File: config.mk
export PLATFORM = sky130hd
export DESIGN_NAME = lsu_mem_port
export DESIGN_NICKNAME = d
export VERILOG_FILES = /design/src/rtl/lsu_mem_port_pkg.sv /design/src/rtl/lsu_lane_align.sv /design/src/rtl/lsu_mem_port.sv
export SDC_FILE = /design/constraint.sdc
export NUM_CORES = 1
export LEC_CHECK = 0
export ABC_AREA = 1
export ABC_CLOCK_PERIOD_IN_PS = 2600
export CAP_MARGIN = 20
export CORE_MARGIN = 8
export CORE_UTILIZATION = 50
export CTS_BUF_LIST = sky130_fd_sc_hd__clkbuf_8
export DETAILED_ROUTE_END_ITERATION = 7
export PLACE_DENSITY_LB_ADDON = 0.2
export SLEW_MARGIN = 20
export SYNTH_ARGS = -nofsm -noshare
export SYNTH_HDL_FRONTEND = slang
export SYNTH_SLANG_ARGS = --single-unit
File: constraint.sdc
create_clock -name clk -period 2.6 [get_ports clk]
set_input_delay 0.78 -clock clk [delete_from_list [all_inputs] [get_ports clk]]
set_output_delay 0.78 -clock clk [all_outputs]
set_load 0.03 [all_outputs]
File: src/rtl/lsu_mem_port_pkg.sv
// Shared types and constants for the LSU memory port.
package lsu_mem_port_pkg;

   // Default byte-address width of the data memory port.
   localparam int unsigned LSU_ADDR_W = 17;

   // RV32I load/store funct3 codes.
   localparam logic [2:0] LSU_B  = 3'b000;
   localparam logic [2:0] LSU_H  = 3'b001;
   localparam logic [2:0] LSU_W  = 3'b010;
   localparam logic [2:0] LSU_BU = 3'b100;
   localparam logic [2:0] LSU_HU = 3'b101;

   typedef enum logic [1:0] {
      LSU_IDLE = 2'd0,
      LSU_ACC0 = 2'd1,
      LSU_ACC1 = 2'd2,
      LSU_DONE = 2'd3
   } lsu_state_e;

   // True for the five funct3 codes the port implements.
   function automatic logic lsu_f3_legal(input logic [2:0] f3);
      return (f3 == LSU_B) || (f3 == LSU_H) || (f3 == LSU_W) ||
             (f3 == LSU_BU) || (f3 == LSU_HU);
   endfunction

endpackage

File: src/rtl/lsu_lane_align.sv
// Combinational lane steering: store lane masks/data and load extract/extend.
module lsu_lane_align
   import lsu_mem_port_pkg::*;
(
   input  logic [2:0]  funct3,
   input  logic [1:0]  offset,
   input  logic [31:0] wdata,
   input  logic [63:0] rdata,
   output logic [3:0]  we_lo,
   output logic [3:0]  we_hi,
   output logic [31:0] wdata_lo,
   output logic [31:0] wdata_hi,
   output logic        spans,
   output logic [31:0] load_data
);

   logic [7:0]  base_mask;
   logic [7:0]  lane_mask;
   logic [31:0] wdata_m;
   logic [63:0] wshift;
   logic [31:0] rshift;
   logic [4:0]  sh;

   // Position store bytes over an 8-lane (two-word) window and extract load bytes.
   always_comb begin
      base_mask = 8'h00;
      wdata_m   = 32'h0;
      load_data = 32'h0;
      sh        = {offset, 3'b000};

      // Size comes from funct3[1:0]; unused store bytes are zeroed so idle lanes carry 0.
      case (funct3[1:0])
         2'b00:   begin base_mask = 8'h01; wdata_m = {24'h0, wdata[7:0]};  end
         2'b01:   begin base_mask = 8'h03; wdata_m = {16'h0, wdata[15:0]}; end
         default: begin base_mask = 8'h0F; wdata_m = wdata;                end
      endcase

      lane_mask = base_mask << offset;
      we_lo     = lane_mask[3:0];
      we_hi     = lane_mask[7:4];
      // Any lane landing in 4..7 means size + offset > 4.
      spans     = |lane_mask[7:4];

      wshift    = {32'h0, wdata_m} << sh;
      wdata_lo  = wshift[31:0];
      wdata_hi  = wshift[63:32];

      rshift    = 32'(rdata >> sh);
      case (funct3)
         LSU_B:   load_data = {{24{rshift[7]}}, rshift[7:0]};
         LSU_H:   load_data = {{16{rshift[15]}}, rshift[15:0]};
         LSU_BU:  load_data = {24'h0, rshift[7:0]};
         LSU_HU:  load_data = {16'h0, rshift[15:0]};
         default: load_data = rshift;
      endcase
   end

endmodule

File: src/rtl/lsu_mem_port.sv
// Load/store initiator: one RV32I request becomes one or two word accesses.
module lsu_mem_port
   import lsu_mem_port_pkg::*;
#(
   parameter int unsigned ADDR_W = LSU_ADDR_W
) (
   input  logic              clk,
   input  logic              rst,
   input  logic              req_valid,
   output logic              req_ready,
   input  logic              req_we,
   input  logic [2:0]        req_funct3,
   input  logic [31:0]       req_addr,
   input  logic [31:0]       req_wdata,
   output logic              resp_valid,
   output logic [31:0]       resp_data,
   output logic              resp_err,
   output logic [3:0]        mem_we,
   output logic [ADDR_W-1:0] mem_r_addr,
   output logic [ADDR_W-1:0] mem_w_addr,
   output logic [31:0]       mem_w_data,
   input  logic [31:0]       mem_r_data
);

   localparam logic [ADDR_W-1:0] WORD_STEP = ADDR_W'(4);

   lsu_state_e        state_q, state_d;
   logic              store_q, store_d;
   logic              err_q, err_d;
   logic [2:0]        funct3_q, funct3_d;
   logic [ADDR_W-1:0] addr_q, addr_d;
   logic [31:0]       wdata_q, wdata_d;
   logic [31:0]       lo_q, lo_d;
   logic [31:0]       hi_q, hi_d;

   logic [3:0]        we_lo, we_hi;
   logic [31:0]       wdata_lo, wdata_hi;
   logic              spans;
   logic [31:0]       load_data;
   logic [ADDR_W-1:0] word_addr, next_addr;

   // Address bits above the port width are deliberately dropped.
   logic unused_req_addr;
   assign unused_req_addr = ^req_addr[31:ADDR_W];

   assign word_addr = {addr_q[ADDR_W-1:2], 2'b00};
   assign next_addr = word_addr + WORD_STEP;  // wraps modulo 2^ADDR_W

   lsu_lane_align u_align (
      .funct3    (funct3_q),
      .offset    (addr_q[1:0]),
      .wdata     (wdata_q),
      .rdata     ({hi_q, lo_q}),
      .we_lo     (we_lo),
      .we_hi     (we_hi),
      .wdata_lo  (wdata_lo),
      .wdata_hi  (wdata_hi),
      .spans     (spans),
      .load_data (load_data)
   );

   // Next-state logic: request latch, read-data capture and sequencing.
   always_comb begin
      state_d  = state_q;
      store_d  = store_q;
      err_d    = err_q;
      funct3_d = funct3_q;
      addr_d   = addr_q;
      wdata_d  = wdata_q;
      lo_d     = lo_q;
      hi_d     = hi_q;

      unique case (state_q)
         LSU_IDLE: begin
            if (req_valid) begin
               store_d  = req_we;
               funct3_d = req_funct3;
               addr_d   = req_addr[ADDR_W-1:0];
               wdata_d  = req_wdata;
               lo_d     = 32'h0;
               hi_d     = 32'h0;
               err_d    = !lsu_f3_legal(req_funct3);
               state_d  = lsu_f3_legal(req_funct3) ? LSU_ACC0 : LSU_DONE;
            end
         end
         LSU_ACC0: begin
            if (!store_q) lo_d = mem_r_data;
            state_d = spans ? LSU_ACC1 : LSU_DONE;
         end
         LSU_ACC1: begin
            if (!store_q) hi_d = mem_r_data;
            state_d = LSU_DONE;
         end
         LSU_DONE: state_d = LSU_IDLE;
         default:  state_d = LSU_IDLE;
      endcase
   end

   // Outputs decoded from registered state only, so they settle before the falling edge.
   always_comb begin
      req_ready  = 1'b0;
      resp_valid = 1'b0;
      resp_err   = 1'b0;
      resp_data  = 32'h0;
      mem_we     = 4'h0;
      mem_r_addr = '0;
      mem_w_data = 32'h0;

      unique case (state_q)
         LSU_IDLE: req_ready = 1'b1;
         LSU_ACC0: begin
            mem_r_addr = word_addr;
            if (store_q) begin
               mem_we     = we_lo;
               mem_w_data = wdata_lo;
            end
         end
         LSU_ACC1: begin
            mem_r_addr = next_addr;
            if (store_q) begin
               mem_we     = we_hi;
               mem_w_data = wdata_hi;
            end
         end
         LSU_DONE: begin
            resp_valid = 1'b1;
            resp_err   = err_q;
            if (!err_q && !store_q) resp_data = load_data;
         end
         default: ;
      endcase
   end

   assign mem_w_addr = mem_r_addr;

   // State and request registers with synchronous reset.
   always_ff @(posedge clk) begin
      if (rst) begin
         state_q  <= LSU_IDLE;
         store_q  <= 1'b0;
         err_q    <= 1'b0;
         funct3_q <= 3'b000;
         addr_q   <= '0;
         wdata_q  <= 32'h0;
         lo_q     <= 32'h0;
         hi_q     <= 32'h0;
      end else begin
         state_q  <= state_d;
         store_q  <= store_d;
         err_q    <= err_d;
         funct3_q <= funct3_d;
         addr_q   <= addr_d;
         wdata_q  <= wdata_d;
         lo_q     <= lo_d;
         hi_q     <= hi_d;
      end
   end

endmodule

==> summary.md <==
| Metric | Value |
|---|---|
| Leak pwr | `about 0.0045 µW` |
| Core ar. | `14400 µm²` |
| Antenna cells | `0` |
| Post-Route M1 WL | `12400 µm` |
| Kind of critical path | `flop to output port` |
| Placer congestion estimate | `about 0.95` |
| Max Cap Viol | `0` |
| Max layer used | `met4` |
| Dpl cells | `1493` |
| Mapped cell area | `7260 µm²` |
| Number of synthesized register bits | `112` |
| Synth Flop Type | `dfxtp_1` |
| Final min period | `2810 ps` |
| Synth cell types | `45` |
| Comb pwr share | `0.596` |
| Final Power | `8800 µW` |
| Vias in the first global route | `7891` |
| Clk Tree Root Cell | `clkbuf_8` |
| Critical-path cell list | `inv_4 > ha_4 > nand2_4 > inv_4 > nand3_1 > o22ai_2 > buf_4 > buf_12` |
| Slew Viols, Final | `0` |
| CTS tree | `done` |
| Area Growth Syn to Fin | `58.5%` |
| WL per Instance | `19.3 µm` |
| Vias | `8959` |
| Post-placement cell area | `around 9400 µm²` |
| Post-DRT Antenna Nets | `0` |
| Final setup TNS | `-7860 ps` |
| Fmax | `0.356 GHz` |
| Iter 0 DRT Violations | `between 1000 and 1500` |
| Syn Area/Cell | `6.34 µm²` |
| Detailed-router iteration count before antenna repair | `7` |
| Failing checks | `negative setup slack` |
| Drt drc | `0` |
| Die height | `137 µm` |
| CTS Buf Count | `9` |
| Vias per cell | `roughly 5.8` |
| Final hold vios | `0` |
| Final setup fails | `82` |
| Crit path DAT | `2030 ps` |
| Row Count | `44` |
| H-Tree Depth | `3` |
| GRT Total Usage | `0.295` |
| CP Data Required Time | `roughly 1800 ps` |
| Initial antenna violation count | `0` |
| Non-filler cells, final | `1555` |
| RSZ-0062 raised after global routing | `yes` |
| Ys async rst share | `0` |
| Die width | `137 µm` |
| Clock skew | `13.2 ps` |
| Final nets | `1474` |
| Largest net degree at the start of global routing | `49` |
| Startpoint types | `flop` |
| Die area | `18600 µm²` |
| Mapped Cells | `1146` |
| Crit share post-route | `1.08` |
| CP max FO | `4` |
| Peak supply drop | `between 0.0007 and 0.0008 V` |
| Hold Path Class | `flop to flop` |
| Yosys warnings | `0` |
| Worst hold slack | `roughly 490 ps` |
| Tightest Pin Transition | `580 ps` |
| Slowest-stage cell, CP | `dfxtp_4` |
| Power Dens Cells | `765 nW/µm²` |
| GR Overflow Total | `0` |
| Flop pwr share | `0.273` |
| Slowest stage delay, CP | `400 ps` |
| Ports | `208` |
| CTS Buffer Depth | `2` |
| First-pass GRT wire length | `43300 µm` |
| Sink Count | `112` |
| DRT Wirelength | `approximately 30000 µm` |
| Worst-skew pair later-pin latency | `420 ps` |
| Number of buffers added on ports | `188` |
| Status | `complete, but fails checks` |
| Fraction of layout instances using a drive strength above 1 | `0.347` |
| DPL Wire Length | `between 15000 and 20000 µm` |
| Starting Density | `0.505` |
| Clock share of power | `0.131` |
| Worst Setup End Kind | `output port` |
| Psw | `roughly 4200 µW` |
| P_int | `4550 µW` |
| Worst Setup Slack, final | `-206 ps` |
| Most frequent cells in the layout | `nand2_1 (342), a21oi_1 (110), dfxtp_1 (104)` |
| Sequential share of the synthesized area | `0.309` |
| Slew HR | `0.613` |
| Post-Layout Inst Area | `about 12000 µm²` |
| Met3 WL | `3160 µm` |
| Commonest non-fill, non-tap cell in the layout | `nand2_1` |
| Post-synth EDFFs | `0` |
| Switching Fraction | `0.483` |
| CTS clk-pin slew, worst paths | `120 ps` |
| CP dominant cell by count | `inv_4` |
| Met2 wire length | `13700 µm` |
[synth_stat cells (8+ instances only)]
| cell | instances | share of area |
|---|---|---|
| a211oi_1 | 15 | 0.016 |
| nand3_1 | 80 | 0.055 |
| buf_4 | 28 | 0.029 |
| buf_1 | 10 | 0.0052 |
| nor3b_2 | 12 | 0.021 |
| a21oi_2 | 12 | 0.014 |
| nor2_1 | 79 | 0.041 |
| inv_1 | 48 | 0.025 |
| o21ai_0 | 58 | 0.040 |
| nand3b_1 | 8 | 0.0083 |
| dfxtp_1 | 112 | 0.31 |
| buf_2 | 29 | 0.020 |
| clkbuf_1 | 29 | 0.015 |
| nand2_1 | 379 | 0.20 |
| a21oi_1 | 160 | 0.11 |
[registers in the layout, indices dropped and copies added (netlist names)]
signal	cells
store_q	1
wdata_q	32
addr_q	17
state_q	2
funct3_q	3
hi_q	24
lo_q	32
err_q	1
[metal layers]
metal	vias up	global-route usage
met2	535	0.447
met5	-	0
met3	83	0.0602
met1	4147	0.412
met4	0	0.0842
li1	4194	-
[final timing paths]
path / startpoint / endpoint / slack, ps / depth (start not counted)
max: state_q[0] / mem_we[2] / -210 / 8
min: wdata_q[11] / wdata_q[11] / 490 / 2
max reg2reg: state_q[0] / hi_q[10] / 750 / 10
min reg2reg: wdata_q[11] / wdata_q[11] / 490 / 2
[critical path: cells and delay by family (launching register included)]
kind	cells	cell delay, ps
flip-flops	1	400
buffers and inverters	4	380
adder cells (fa/ha/maj)	1	280
AND/OR/NAND/NOR	2	280
AO/OA/AOI/OAI	1	270
[area by class of cell]
cell class / count / area [µm²]
Timing Repair Buffer: 306 / 3260
Tap cell: 184 / 230
Clock buffer: 9 / 124
Fill cell: 1019 / 2860
Inverter: 55 / 241
Sequential cell: 112 / 2270
Multi-Input combinational cell: 882 / 5280
Clock inverter: 7 / 101
[what timing repair did]
item | CTS | global route
endpoints found under the hold margin | 0 | 0
cloned | 3 | 4
endpoints found under the setup margin | 98 | 98
resized for setup | 206 | 266
buffers inserted | 23 | 19
hold buffers | 0 | 0
pin swaps | 43 | 63
[per-stage QoR]
step                 util  setup WS (ps)
floorplan               -          -48.7
global placement    0.652          -91.0
detailed placement  0.652          -75.0
CTS                 0.728           -209
global route        0.801           -255
finish              0.801           -206
[cell families (layout without fill, tap and decap cells)]
group / count (synthesis) / after routing / share of synthesized area
AO/OA/AOI/OAI: 276 / 277 / 0.212
buffers and inverters: 157 / 377 / 0.108
flip-flops: 112 / 112 / 0.309
multiplexers: 5 / 5 / 0.00689
adder cells (fa/ha/maj): 5 / 5 / 0.00862
AND/OR/NAND/NOR: 590 / 591 / 0.356
other: 1 / 4 / 0.000516
[power groups by stage]
stage | Clock, µW | Sequential (µW) | Combinational (µW)
after detailed placement | 0 | 2360 | 3970
after global routing | 1240 | 2430 | 5590
after global placement | 0 | 2360 | 3930
final | 1160 | 2400 | 5240
after floorplan | 0 | 2260 | 2810
after CTS | 1180 | 2340 | 4460
(Power assumes the default switching activity.)
